**config.mk**
```make
export PLATFORM = sky130hd
export DESIGN_NAME = memory_8x8_march_bist
export DESIGN_NICKNAME = d
export VERILOG_FILES = /design/src/rtl/memory_8x8_march_bist.sv
export SDC_FILE = /design/constraint.sdc
export NUM_CORES = 1
export LEC_CHECK = 0
export CORE_MARGIN = 4
export CORE_UTILIZATION = 46
export CTS_CLUSTER_SIZE = 16
export DETAILED_ROUTE_END_ITERATION = 10
export PLACE_DENSITY = 0.79
export SLEW_MARGIN = 25
export SYNTH_ARGS = -nofsm -noshare
export SYNTH_HDL_FRONTEND = slang
export SYNTH_SLANG_ARGS = --single-unit
```
**constraint.sdc**
```tcl
create_clock -name clk -period 2.6 [get_ports clk]
set_clock_uncertainty 0.05 [all_clocks]
set_input_delay 0.52 -clock clk [delete_from_list [all_inputs] [get_ports clk]]
set_output_delay 0.52 -clock clk [all_outputs]
set_load 0.03 [all_outputs]
```
**src/rtl/memory_8x8_march_bist.sv**
```systemverilog
// March C- self-test controller for an 8x8 sync-write, comb-read memory.
// Ports: clk, reset (async low), start, mem_* bus, busy/done/pass/fail, fail_*.
module memory_8x8_march_bist #(
  parameter int ADDR_W = 3,
  parameter int DATA_W = 8
) (
  input  logic              clk,
  input  logic              reset,
  input  logic              start,
  output logic [ADDR_W-1:0] mem_addr,
  output logic              mem_we,
  output logic [DATA_W-1:0] mem_wdata,
  input  logic [DATA_W-1:0] mem_rdata,
  output logic              busy,
  output logic              done,
  output logic              pass,
  output logic              fail,
  output logic [ADDR_W-1:0] fail_addr,
  output logic [DATA_W-1:0] fail_expected,
  output logic [DATA_W-1:0] fail_actual
);

  typedef enum logic [1:0] {
    S_IDLE,
    S_RUN,
    S_DONE
  } state_t;

  localparam logic [ADDR_W-1:0] A_ONE = 1;

  state_t            state;
  logic [2:0]        elem;
  logic [ADDR_W-1:0] addr;
  logic              phase;

  logic              down;
  logic              two_op;
  logic              is_read;
  logic              last_addr;
  logic              op_last;
  logic              elem_last;
  logic              mismatch;
  logic [DATA_W-1:0] exp_word;
  logic [DATA_W-1:0] wr_word;
  logic [ADDR_W-1:0] step_addr;
  logic [ADDR_W-1:0] next_addr;

  always_comb begin
    down      = (elem == 3'd3) || (elem == 3'd4);
    two_op    = (elem != 3'd0) && (elem != 3'd5);
    is_read   = (elem == 3'd5) || (two_op && !phase);
    exp_word  = {DATA_W{(elem == 3'd2) || (elem == 3'd4)}};
    wr_word   = {DATA_W{(elem == 3'd1) || (elem == 3'd3)}};
    last_addr = down ? (addr == '0) : (addr == '1);
    op_last   = two_op ? phase : 1'b1;
    elem_last = op_last && last_addr;
    step_addr = down ? addr - A_ONE : addr + A_ONE;
    // Where the sweep direction flips the next
    // element starts on the address just visited.
    if (elem_last && ((elem == 3'd2) || (elem == 3'd4)))
      next_addr = addr;
    else
      next_addr = step_addr;
    mismatch = (state == S_RUN) && is_read &&
               (mem_rdata != exp_word);
  end

  always_comb begin
    busy      = (state == S_RUN);
    done      = (state == S_DONE);
    mem_addr  = busy ? addr : '0;
    mem_we    = busy && !is_read;
    mem_wdata = mem_we ? wr_word : '0;
  end

  always_ff @(posedge clk or negedge reset) begin
    if (!reset) begin
      state         <= S_IDLE;
      elem          <= '0;
      addr          <= '0;
      phase         <= 1'b0;
      pass          <= 1'b0;
      fail          <= 1'b0;
      fail_addr     <= '0;
      fail_expected <= '0;
      fail_actual   <= '0;
    end else begin
      unique case (state)
        S_IDLE: begin
          if (start) begin
            state         <= S_RUN;
            elem          <= '0;
            addr          <= '0;
            phase         <= 1'b0;
            pass          <= 1'b0;
            fail          <= 1'b0;
            fail_addr     <= '0;
            fail_expected <= '0;
            fail_actual   <= '0;
          end
        end
        S_RUN: begin
          if (mismatch) begin
            state         <= S_DONE;
            fail          <= 1'b1;
            fail_addr     <= addr;
            fail_expected <= exp_word;
            fail_actual   <= mem_rdata;
          end else if (elem == 3'd5 && last_addr) begin
            state <= S_DONE;
            pass  <= 1'b1;
          end else begin
            phase <= two_op && !phase;
            if (op_last)
              addr <= next_addr;
            if (elem_last)
              elem <= elem + 3'd1;
          end
        end
        S_DONE: state <= S_IDLE;
        default: state <= S_IDLE;
      endcase
    end
  end

endmodule

```
# Word level (Yosys, flattened, before mapping)
# Index checks and enable logic that the tools add are counted.
# classes
n_bitwise	0
shift	0
div	0
n_eq_ne	19
muxes	35
n_addsub	3
n_reduce_logical	24
multipliers	0
magnitude_cmp	0
# ops
cell	count
3-bit 2-to-1 mux	11
8-bit 2-to-1 mux	4
8-bit one-hot mux with 2 select lines	2
3-bit one-hot mux with 2 select lines	3
3-bit == test (second input constant)	3
1-bit logical AND	8
1-bit 2-to-1 mux	8
2-bit by 1-bit != test with 1-bit output (second input constant)	4
2-bit != test (second input constant)	4
8-bit != test	1
4-bit AND reduction	2
3-bit by 1-bit adder with 3-bit output (second input constant)	2
3-bit by 2-bit == test with 1-bit output (second input constant)	2
2-bit 2-to-1 mux	3
1-bit one-hot mux with 2 select lines	3
6-bit AND reduction	1
5-bit AND reduction	1
1-bit logical OR	4
2-bit one-hot mux with 2 select lines	1
3-bit by 1-bit == test with 1-bit output (second input constant)	1
3-bit logical NOT	1
3-bit by 1-bit != test with 1-bit output (second input constant)	1
3-bit != test (second input constant)	1
3-bit AND reduction	1
8 further kinds	9
# totals
output_inout_bits	35
in_bits	11
regBits	30
word_cells	90
ramBits	0
latchBits	0
n_memories	0
rom_bits	0

# Logic depth before layout (Yosys ltp)
# Gate-level depths: netlist (run 1).
# logic_depth
ltp_word	10
mapped_depth	9
depth_no_buf	8

# Least setup slack after synthesis (run 1)
# Ideal clock, no wire load.
# synth_timing
path_type	register -> output
from	register state[1]
to	output port mem_wdata[1]
path_stages_with_launch	7
n_path_buf	3
required_ps	2030
path_slack_ps	256
arrival_time_ps	1774
path_cell_list	dfrtp_1 -> buf_4 -> nand2b_1 -> buf_2 -> inv_1 -> and3_1 -> buf_4
# synth_via
elab_chain_cells	3
# synth_lines
item	line_no	rtl
from (decl)	31	state_t state;
from (signal assigned)	78	state <= S_IDLE;
from (signal assigned)	91	state <= S_RUN;
from (signal assigned)	104	state <= S_DONE;
2-bit by 1-bit == test with 1-bit output	69	busy = (state == S_RUN);
via busy	14	output logic busy,
1-bit logical AND	72	mem_we = busy && !is_read;
8-bit 2-to-1 mux	73	mem_wdata = mem_we ? wr_word : '0;
to (decl)	12	output logic [DATA_W-1:0] mem_wdata,
# The timed path passes the listed nets, and every way through them passes these cells.

# Final worst setup path (run 1)
# layout_timing
from	register elem[0]
to	output port mem_wdata[4]
# layout_via
elab_chain_cells	7
word_cells_on_any_way	12
classes_between	eq/ne (4); mux (1); reduce/logical (7)
# layout_lines
item	line_no	rtl
from (decl)	32	logic [2:0] elem;
from (signal assigned)	117	elem <= elem + 3'd1;
3-bit != test / 3-bit nonzero test (equally long branches)	50	two_op = (elem != 3'd0) && (elem != 3'd5);
1-bit logical AND	50	
1-bit logical AND	51	is_read = (elem == 3'd5) || (two_op && !phase);
1-bit logical OR	51	
1-bit logical NOT	72	
1-bit logical AND	72	
8-bit 2-to-1 mux *	73	
# Mark *: on every way between the ends. The rest lies on a longest branch, timed or not.

==> impl_metrics.py, run 1 <==
metrics = {
    "run_status": {
        "status": "completed",
    },
    "sta": {
        "hold_violations": 0,
        "finalCritPeriodShare": 0.968,
        "fin_tns_setup_ns": 0,
        "holdWs_ns": 0.469,
        "max_freq_mhz": 397,
        "slew_headroom": 0.671,
        "tightest_slew_ns": 0.480,
        "finalCriticalPeriod_ns": 2.52,
        "slew_viol_final": 0,
        "grt_setup_unrepaired": "true",
        "setup_violations": 0,
    },
    "layout": {
        "layout_commonest_cell": "clkdlybuf4s50_1",
        "drive_gt1_frac": 0.147,
        "instances_no_fill": 215,
        "diodes": 0,
        "nets": 202,
        "layout_common_cells": "35 x clkdlybuf4s50_1, 23 x dfrtp_1, 20 x nand2_1",
        "fin_area_um2": 1830,
        "syn_to_final_growth_pct": 30.1,
    },
    "detailed_routing": {
        "drc": 0,
        "drtAntennaViolNets": 0,
        "drt_pass1_iterations": 4,
        "vias": 1129,
        "drt_wl_total_um": 3050,
        "drtIter0Drc": 31,
        "wl_per_cell_um": 14.2,
        "avgViaCountPerCell": 5.25,
    },
    "critical_path": {
        "cp_max_fo": 8,
        "critical_path_depth": 5,
        "required_ns": 2.03,
        "cp_top_family": "buffers and inverters",
        "cp_slowest_cell": "dlygate4sd2_1",
        "path_cells": "inv_1 > ha_1 > o21ba_2 > and3_1 > dlygate4sd2_1",
        "critical_path.max_stage_delay_ns": 0.44,
        "end_kind": "output port",
        "criticalPathCategory": "reg2out",
        "timing.critical_path.arrival_ns": 1.95,
        "crit_buf_inv": 2,
        "reg2reg_depth": 7,
        "start_kind": "flop",
    },
    "power": {
        "leakagePower_nw": 0.871,
        "power_switching_mw": 1.18,
        "sw_frac_of_total": 0.483,
        "p_seq_frac": 0.235,
        "combPwrFrac": 0.695,
        "p_clk_frac": 0.070,
        "vdd_drop_max_mv": 0.724,
        "p_int_mw": 1.27,
        "power_density_nw_per_um2": 1340,
    },
    "logic_synthesis": {
        "ys_seq_elements": 23,
        "synth_nets": 165,
        "synth.largest_area_cell": "dfrtp_1",
        "synth_top_area_share": 0.409,
        "synth_edf_count": 0,
        "synth_cell_types": 38,
        "netlist_area_um2": 1410,
        "avgSynthCellArea_um2": 9.51,
        "ys_seq_area_frac": 0.409,
        "ys.flop_type": "dfrtp_1",
        "yosys_warnings": 0,
        "syn-instance-count": 148,
        "synth_area_leaders": "dfrtp_1 41%, buf_4 8.0%, mux2_2 6.4%",
        "ys_async_sr_fraction": 1.00,
    },
    "job": {
        "max-cap-violations": 0,
    },
    "place": {
        "finalWeightedCongestion": 0.892,
        "post-place-cells": 211,
        "dpl_cell_area_um2": 1820,
        "hpwl_um": 2400,
        "portBuffers": 45,
    },
    "global_routing": {
        "grt_overflow": 0,
        "grt_use_total": 0.156,
        "grt_max_degree": 24,
        "grt_pass1_wl_um": 5090,
        "antenna_found_initial": 0,
        "grt_pass1_vias": 1134,
    },
    "die": {
        "die_h_um": 63.3,
        "die_x_um": 63.3,
        "die_area_um2": 4010,
        "start_util": 0.498,
        "rows": 19,
        "core_um2": 2830,
        "ios": 46,
    },
    "cts": {
        "cts_sinks": 23,
        "cts_tree": "built",
        "clk_pin_slew_ns": 0.13,
        "cts_buffer_depth": 2,
        "clk_latency_ns": 0.32,
        "cts_htree_levels": 1,
        "clk_root_buffer_cell": "clkbuf_4",
        "cts_made_buffers": 3,
    },
    "min_path": {
        "hold_depth": 1,
        "hp-class": "reg2reg",
    },
}
==> worst register-to-register path, delay by kind of cell (launching register included) <==
family | cells | cell delay [ns]
compound gates | 2 | 0.42
fa+ha+maj | 1 | 0.27
buf+inv | 1 | 0.11
flops | 1 | 0.40
mux | 3 | 1.05
==> synthesized netlist by cell type, types with 2 or more instances <==
master	n
nand4_1	2
buf_4	15
and2_1	2
mux2i_1	5
ha_1	5
nand3_1	3
inv_1	9
o21ai_0	9
nand2_1	20
a31o_2	2
mux2_2	8
clkbuf_1	4
nor4_1	3
dfrtp_1	23
nand2b_1	3
a21oi_1	4
or3_1	3
nor2_1	8
==> area by class of cell <==
class / instances / area [µm²]
inverter: 9 / 33.8
timing repair buffer: 54 / 505
fill: 234 / 997
multi-input combinational: 94 / 651
sequential: 23 / 576
clock buffer: 3 / 22.5
clock inverter: 1 / 5.00
tap: 31 / 38.8
==> routing by layer <==
metal,up-vias,GRT usage,wire length (µm)
met2,25,0.275,1540
met5,-,0,0
met4,0,0.0620,55
met1,540,0.189,1350
li1,557,-,-
met3,7,0.0266,112
==> final timing paths <==
kind / to / slack [ns] / startpoint
worst min-delay path: fail / 0.47 / fail
min in group asynchronous: fail_expected[6] / 0.49 / reset
worst max register to register: addr[1] / 0.19 / elem[0]
worst max-delay path: mem_wdata[4] / 0.08 / elem[0]
worst min register to register: fail / 0.47 / fail
max in group asynchronous: fail_actual[1] / 1.79 / reset
==> registers in the layout (all words and copies together) (netlist names) <==
signal,count
addr,3
elem,3
fail,1
fail_actual,8
fail_addr,3
fail_expected,1
pass,1
phase,1
state,2
==> cell families (layout without fill, tap and decap cells) <==
family / after synthesis / after routing / share of synthesized area
XOR/XNOR: 2 / 2 / 0.0124
multiplexers: 14 / 14 / 0.116
AND/OR/NAND/NOR: 49 / 49 / 0.167
buffers and inverters: 31 / 67 / 0.129
adder cells (fa/ha/maj): 6 / 6 / 0.0587
flip-flops: 23 / 23 / 0.409
AO/OA/AOI/OAI: 23 / 23 / 0.108
==> per-stage QoR <==
stage	util	power, mW	setup WS, ns
floorplan	-	1.82	0.256
global placement	0.642	2.29	0.103
detailed placement	0.642	2.34	0.0338
CTS	0.648	2.47	0.0177
global route	0.648	2.62	-0.0462
finish	0.648	2.45	0.0839
==> power groups by stage <==
| stage | sequential (mW) | combinational, mW | clock, mW |
|---|---|---|---|
| 6_report | 0.576 | 1.70 | 0.171 |
| 5_1_grt | 0.599 | 1.83 | 0.190 |
| 4_1_cts | 0.576 | 1.72 | 0.177 |
| 3_5_place_dp | 0.584 | 1.75 | 0 |
| 3_3_place_gp | 0.576 | 1.72 | 0 |
| 2_1_floorplan | 0.714 | 1.10 | 0 |
==> repair_timing <==
action                     4_1_cts  5_1_grt
gates cloned                     0        0
setup endpoints to repair        9        9
buffers inserted                 0        0
hold endpoints to repair         0        0
resized for setup                9        3
hold buffers                     0        0
No activity file was read; power rests on OpenSTA's default activity.
==> inputs of run 2 (changes only) <==
--- a/config.mk
+++ b/config.mk
@@ -5,8 +5,10 @@
 export SDC_FILE = /design/constraint.sdc
 export NUM_CORES = 1
 export LEC_CHECK = 0
+export CAP_MARGIN = 25
 export CORE_MARGIN = 4
 export CORE_UTILIZATION = 46
+export CTS_CLUSTER_DIAMETER = 100
 export CTS_CLUSTER_SIZE = 16
 export DETAILED_ROUTE_END_ITERATION = 10
 export PLACE_DENSITY = 0.79
==> results of run 2 <==
Final layout, timing and power as in run 1 (identical DEF).
